--- src/rtl/jtag_ir_dr_chain.sv ---
// jtag_ir_dr_chain: IR / DR shift chain driven by the TAP controller strobes.
// It holds the instruction register, the decoded instruction, a 1-bit BYPASS
// register and a shared DR shifter used by IDCODE and one USER register.
// Ports:
//   clk, rst_n              TCK-domain clock, synchronous active-low reset
//   tdi, tdo, tdo_en        serial in, serial out and its enable
//   tap_reset               TAP is in TEST_LOGIC_RESET
//   capture/shift/update_ir IR strobes from the TAP
//   capture/shift/update_dr DR strobes from the TAP
//   user_dr_in              value captured into the DR shifter for USER
//   ir_value                currently latched instruction
//   user_dr_out             last completed USER write
//   user_dr_valid/err       one-cycle result pulses after a USER update
module jtag_ir_dr_chain #(
  parameter int unsigned        IR_LEN       = 5,
  parameter int unsigned        DR_W         = 32,
  parameter logic [DR_W-1:0]    IDCODE_VAL   = 32'hDEAD_BEEF,
  parameter logic [IR_LEN-1:0]  IDCODE_INSTR = 5'h01,
  parameter logic [IR_LEN-1:0]  USER_INSTR   = 5'h10
) (
  input  logic              clk,
  input  logic              rst_n,
  input  logic              tdi,
  input  logic              tap_reset,
  input  logic              capture_ir,
  input  logic              shift_ir,
  input  logic              update_ir,
  input  logic              capture_dr,
  input  logic              shift_dr,
  input  logic              update_dr,
  input  logic [DR_W-1:0]   user_dr_in,
  output logic              tdo,
  output logic              tdo_en,
  output logic [IR_LEN-1:0] ir_value,
  output logic [DR_W-1:0]   user_dr_out,
  output logic              user_dr_valid,
  output logic              user_dr_err
);

  // Counter must reach DR_W+1 so that an overlong scan stays distinguishable.
  localparam int unsigned CNT_W = $clog2(DR_W + 2);
  localparam logic [CNT_W-1:0] CNT_FULL = CNT_W'(DR_W);
  localparam logic [CNT_W-1:0] CNT_SAT  = CNT_W'(DR_W + 1);
  // IR capture pattern: bit0=1, bit1=0, upper bits 0.
  localparam logic [IR_LEN-1:0] CAPTURE_PAT = IR_LEN'(1);

  logic [IR_LEN-1:0] ir_sr;
  logic [DR_W-1:0]   dr_sr;
  logic              bypass_reg;
  logic [CNT_W-1:0]  bit_cnt;
  logic              sel_idcode;
  logic              sel_user;

  // Instruction decode; anything unrecognised falls back to BYPASS.
  assign sel_idcode = (ir_value == IDCODE_INSTR);
  assign sel_user   = (ir_value == USER_INSTR);

  // Register update with priority tap_reset > capture > shift > update.
  always_ff @(posedge clk) begin
    if (!rst_n) begin
      ir_value      <= IDCODE_INSTR;
      ir_sr         <= CAPTURE_PAT;
      dr_sr         <= '0;
      bypass_reg    <= 1'b0;
      bit_cnt       <= '0;
      user_dr_out   <= '0;
      user_dr_valid <= 1'b0;
      user_dr_err   <= 1'b0;
    end else begin
      user_dr_valid <= 1'b0;
      user_dr_err   <= 1'b0;
      if (tap_reset) begin
        ir_value <= IDCODE_INSTR;
        ir_sr    <= CAPTURE_PAT;
        bit_cnt  <= '0;
      end else if (capture_ir || capture_dr) begin
        if (capture_ir) ir_sr <= CAPTURE_PAT;
        if (capture_dr) begin
          bit_cnt <= '0;
          if (sel_idcode)    dr_sr      <= IDCODE_VAL;
          else if (sel_user) dr_sr      <= user_dr_in;
          else               bypass_reg <= 1'b0;
        end
      end else if (shift_ir || shift_dr) begin
        if (shift_ir) ir_sr <= {tdi, ir_sr[IR_LEN-1:1]};
        if (shift_dr) begin
          if (sel_idcode || sel_user) dr_sr      <= {tdi, dr_sr[DR_W-1:1]};
          else                        bypass_reg <= tdi;
          if (bit_cnt != CNT_SAT) bit_cnt <= bit_cnt + CNT_W'(1);
        end
      end else if (update_ir || update_dr) begin
        if (update_ir) ir_value <= ir_sr;
        // Only an exact-length USER scan is committed; IDCODE writes are dropped.
        if (update_dr && sel_user) begin
          if (bit_cnt == CNT_FULL) begin
            user_dr_out   <= dr_sr;
            user_dr_valid <= 1'b1;
          end else begin
            user_dr_err   <= 1'b1;
          end
        end
      end
    end
  end

  // Serial output mux, LSB of the active shifter.
  always_comb begin
    tdo = 1'b0;
    if (shift_ir)      tdo = ir_sr[0];
    else if (shift_dr) tdo = (sel_idcode || sel_user) ? dr_sr[0] : bypass_reg;
  end

  assign tdo_en = shift_ir | shift_dr;

endmodule
--- config.mk ---
export PLATFORM = sky130hd
export DESIGN_NAME = jtag_ir_dr_chain
export DESIGN_NICKNAME = d
export VERILOG_FILES = /design/src/rtl/jtag_ir_dr_chain.sv
export SDC_FILE = /design/constraint.sdc
export NUM_CORES = 1
export LEC_CHECK = 0
export CAP_MARGIN = 20
export CORE_UTILIZATION = 33
export DETAILED_ROUTE_END_ITERATION = 8
export GPL_ROUTABILITY_DRIVEN = 0
export PLACE_DENSITY_LB_ADDON = 0.3
export SYNTH_ARGS = -nofsm -noshare
export SYNTH_HDL_FRONTEND = slang
export SYNTH_SLANG_ARGS = --single-unit
--- constraint.sdc ---
create_clock -name clk -period 3.7 [get_ports clk]
set_clock_uncertainty 0.2 [all_clocks]
set_input_delay 0.74 -clock clk [delete_from_list [all_inputs] [get_ports clk]]
set_output_delay 0.74 -clock clk [all_outputs]
set_load 0.005 [all_outputs]
==> reports/results.ini <==
[clocking]
numCtsBuffers = 9
cts_root_buf = clkbuf_8
clkTransAtPathRegs_ps = 90
cts_tree = yes
clkLatencyLatePin_ps = 350
cts_resized = 0
postCtsSetupBuffers = 0
cts_sinks = 83
ctsLongestPathBuffers = 2
cts.htree.levels = 3
cts_hold_buf = 0

[layout]
reg_top3 = dr_sr: 32 flops, user_dr_out: 32 flops, bit_cnt: 6 flops
fin_util = 0.451
antenna_cells = 0
mostFrequentLayoutCell = dfxtp_1
drive_gt1_frac = 0.0716
fin_area_um2 = 4910
nets = 529
mostFrequentLayoutCells = 83 x dfxtp_1, 81 x clkdlybuf4s50_1, 72 x nand2_1
syn2layout_area_growth_pct = 32.8

[run]
cap_violations = 0

[global_route]
grt_max_degree = 54
gr-usage-met1 = 0.198
globalRouteOverflowTotal = 0
top_usage_layer = met2
met2_usage = 0.271
met3_usage = 0.0291
grt_pass1_vias = 3098
grt_pass1_wl_um = 14700
grt_usage = 0.162
antenna_found_initial = 0

[sta]
period_needed_ps = 3170
fin_setup_tns_ps = 0
slew_violations = 0
setup_violations = 0
rsz0062_at_grt = false
fin_crit_sh = 0.858
relSlewSlack = 0.381
final_hold_viol_count = 0
timing.fmax_ghz = 0.315
tightestPinTransition_ps = 924

[min_path]
min_path_cells = 2
hold_path_end = user_dr_out[15]$_SDFFE_PN0P_
min_from = user_dr_out[15]$_SDFFE_PN0P_
hp-class = register to register

[floorplan]
num_rows = 38
die-height_um = 108
fp.dieW_um = 108
io_pins = 83
initial_utilization = 0.340
core_region_area_um2 = 10900
die_area_um2 = 11600

[synth]
synth_seq_area_share = 0.449
synth-seq-cells = 83
syn_avg_cell_area_um2 = 8.96
syn_inst = 413
netlist_area_um2 = 3700
ys_types = 36
synth.net_count = 458
ys_warn_count = 0

[setup_path]
crit_fanout = 8
end_kind = output pin
worstRegToRegCells = 5
arrival_ps = 2230
r2r_start = ir_value[2]$_SDFFE_PP0P_
critical_path_class = register to output pin
worstReg2RegEnd = dr_sr[3]$_SDFFE_PN0P_
regToRegSetupSlack_ps = 1090
cp_data_required_time_ps = 2760
startpoint_type = register

[power]
pwr-share-seq = 0.472
powerDensity_nw_per_um2 = 406
clkPwrFrac = 0.438
p_switching_w = 0.000449
leakage_nw = 1.64
combPwrFrac = 0.090
power.total_w = 0.00199
peakVddDrop_v = 0.000154
intPower_w = 0.00154
p_sw_frac = 0.225

[placed_design]
portBuffers = 82
hpwl_um = 6160
place_area_um2 = 4640

[detailed_routing]
wire_per_inst_um = 14.2
dr_total_vias = 3099
drt-pass1-iter-count = 4
ant_nets = 0
vias_per_cell = 4.93
drc = 0
wirelength_um = 8910
drt_iter0_drc = 162

[status]
status = complete, no violations

[area by class of cell]
cell class / instances / area, um2
repair buffers: 89 / 881
flip-flops and latches: 83 / 1660
well taps: 140 / 175
clock buffers: 10 / 138
multi-input cells: 296 / 1900
fillers: 1027 / 5980
inverters: 5 / 18.8
clock inverters: 6 / 136
[cells in the mapped netlist, drive strengths merged]
| cell type | number | share of area |
|---|---|---|
| nor2 | 45 | 0.046 |
| nor3b | 24 | 0.049 |
| nor2b | 29 | 0.049 |
| nor3 | 1 | 0.0027 |
| buf | 5 | 0.011 |
| a2111oi | 23 | 0.054 |
| dfxtp | 83 | 0.45 |
| or2 | 3 | 0.0051 |
| nor4 | 3 | 0.013 |
| mux2i | 39 | 0.11 |
| nand2 | 72 | 0.073 |
| a211o | 1 | 0.0024 |
| o21ai | 11 | 0.015 |
| and2 | 1 | 0.0017 |
| xor2 | 4 | 0.0095 |
| nand3b | 1 | 0.0020 |
| clkbuf | 24 | 0.024 |
| nand2b | 1 | 0.0017 |
| and4bb | 1 | 0.0034 |
| a21oi | 7 | 0.0095 |
| a211oi | 1 | 0.0020 |
| o2111ai | 2 | 0.0047 |
| and3 | 2 | 0.0034 |
| o2111a | 1 | 0.0030 |
| xnor2 | 1 | 0.0024 |
| nor4b | 1 | 0.0041 |
| a21boi | 1 | 0.0020 |
| a31oi | 1 | 0.0017 |
| nand4 | 2 | 0.0051 |
| nand3 | 6 | 0.0081 |
| a221oi | 9 | 0.021 |
| ha | 3 | 0.010 |
| inv | 5 | 0.0051 |
[how the worst max path moves through the flow]
| stage | from | endpoint | slack (ps) | cells past startpoint |
|---|---|---|---|---|
| 2_1_floorplan | capture_dr | user_dr_out[0]$_SDFFE_PN0P_ | 1310 | 5 |
| 3_3_place_gp | shift_dr | dr_sr[0]$_SDFFE_PN0P_ | 440 | 6 |
| 3_5_place_dp | shift_dr | dr_sr[6]$_SDFFE_PN0P_ | 330 | 6 |
| 4_1_cts | ir_value[2]$_SDFFE_PP0P_ | tdo | 480 | 5 |
| 5_1_grt | shift_dr | dr_sr[7]$_SDFFE_PN0P_ | 410 | 6 |
| 6_report | ir_value[2]$_SDFFE_PP0P_ | tdo | 530 | 5 |
[through the flow]
| stage | cells | hold slack [ps] | worst slack (ps) |
|---|---|---|---|
| 2_1_floorplan | 413 | 246 | 1310 |
| 3_3_place_gp | 613 | 249 | 437 |
| 3_5_place_dp | 613 | 249 | 334 |
| 4_1_cts | 629 | 268 | 485 |
| 5_1_grt | 629 | 279 | 406 |
| 6_report | 629 | 262 | 526 |
[power by group through the flow]
stage | clock (W) | sequential, W | combinational, W
final | 0.000874 | 0.000942 | 0.000178
after detailed placement | 0 | 0.000963 | 0.000179
after global routing | 0.000931 | 0.000946 | 0.000200
after floorplan | 0 | 0.000956 | 0.000102
after CTS | 0.000888 | 0.000942 | 0.000180
after global placement | 0 | 0.000962 | 0.000175
[routing by layer]
metal | vias to the layer above | part of all wire
li1 | 1581 | -
met1 | 1429 | 0.45
met2 | 73 | 0.49
met3 | 16 | 0.038
met4 | 0 | 0.022
met5 | - | 0
[kinds of logic (layout without fill, tap and decap cells)]
group / after synthesis / after routing / synth area share
flip-flops: 83 / 83 / 0.449
XOR/XNOR: 5 / 5 / 0.0118
buffers and inverters: 34 / 110 / 0.0406
AO/OA/AOI/OAI: 57 / 57 / 0.116
multiplexers: 39 / 39 / 0.106
AND/OR/NAND/NOR: 192 / 192 / 0.267
adder cells (fa/ha/maj): 3 / 3 / 0.0101
[critical path: stages, from the launching register on]
cell             delay [ps]
dfxtp_1                 340
nor3_2                  500
and3_1                  230
o21ai_0                  80
o21ai_0                 190
clkdlybuf4s50_1         540
No activity file was read; power rests on OpenSTA's default activity.
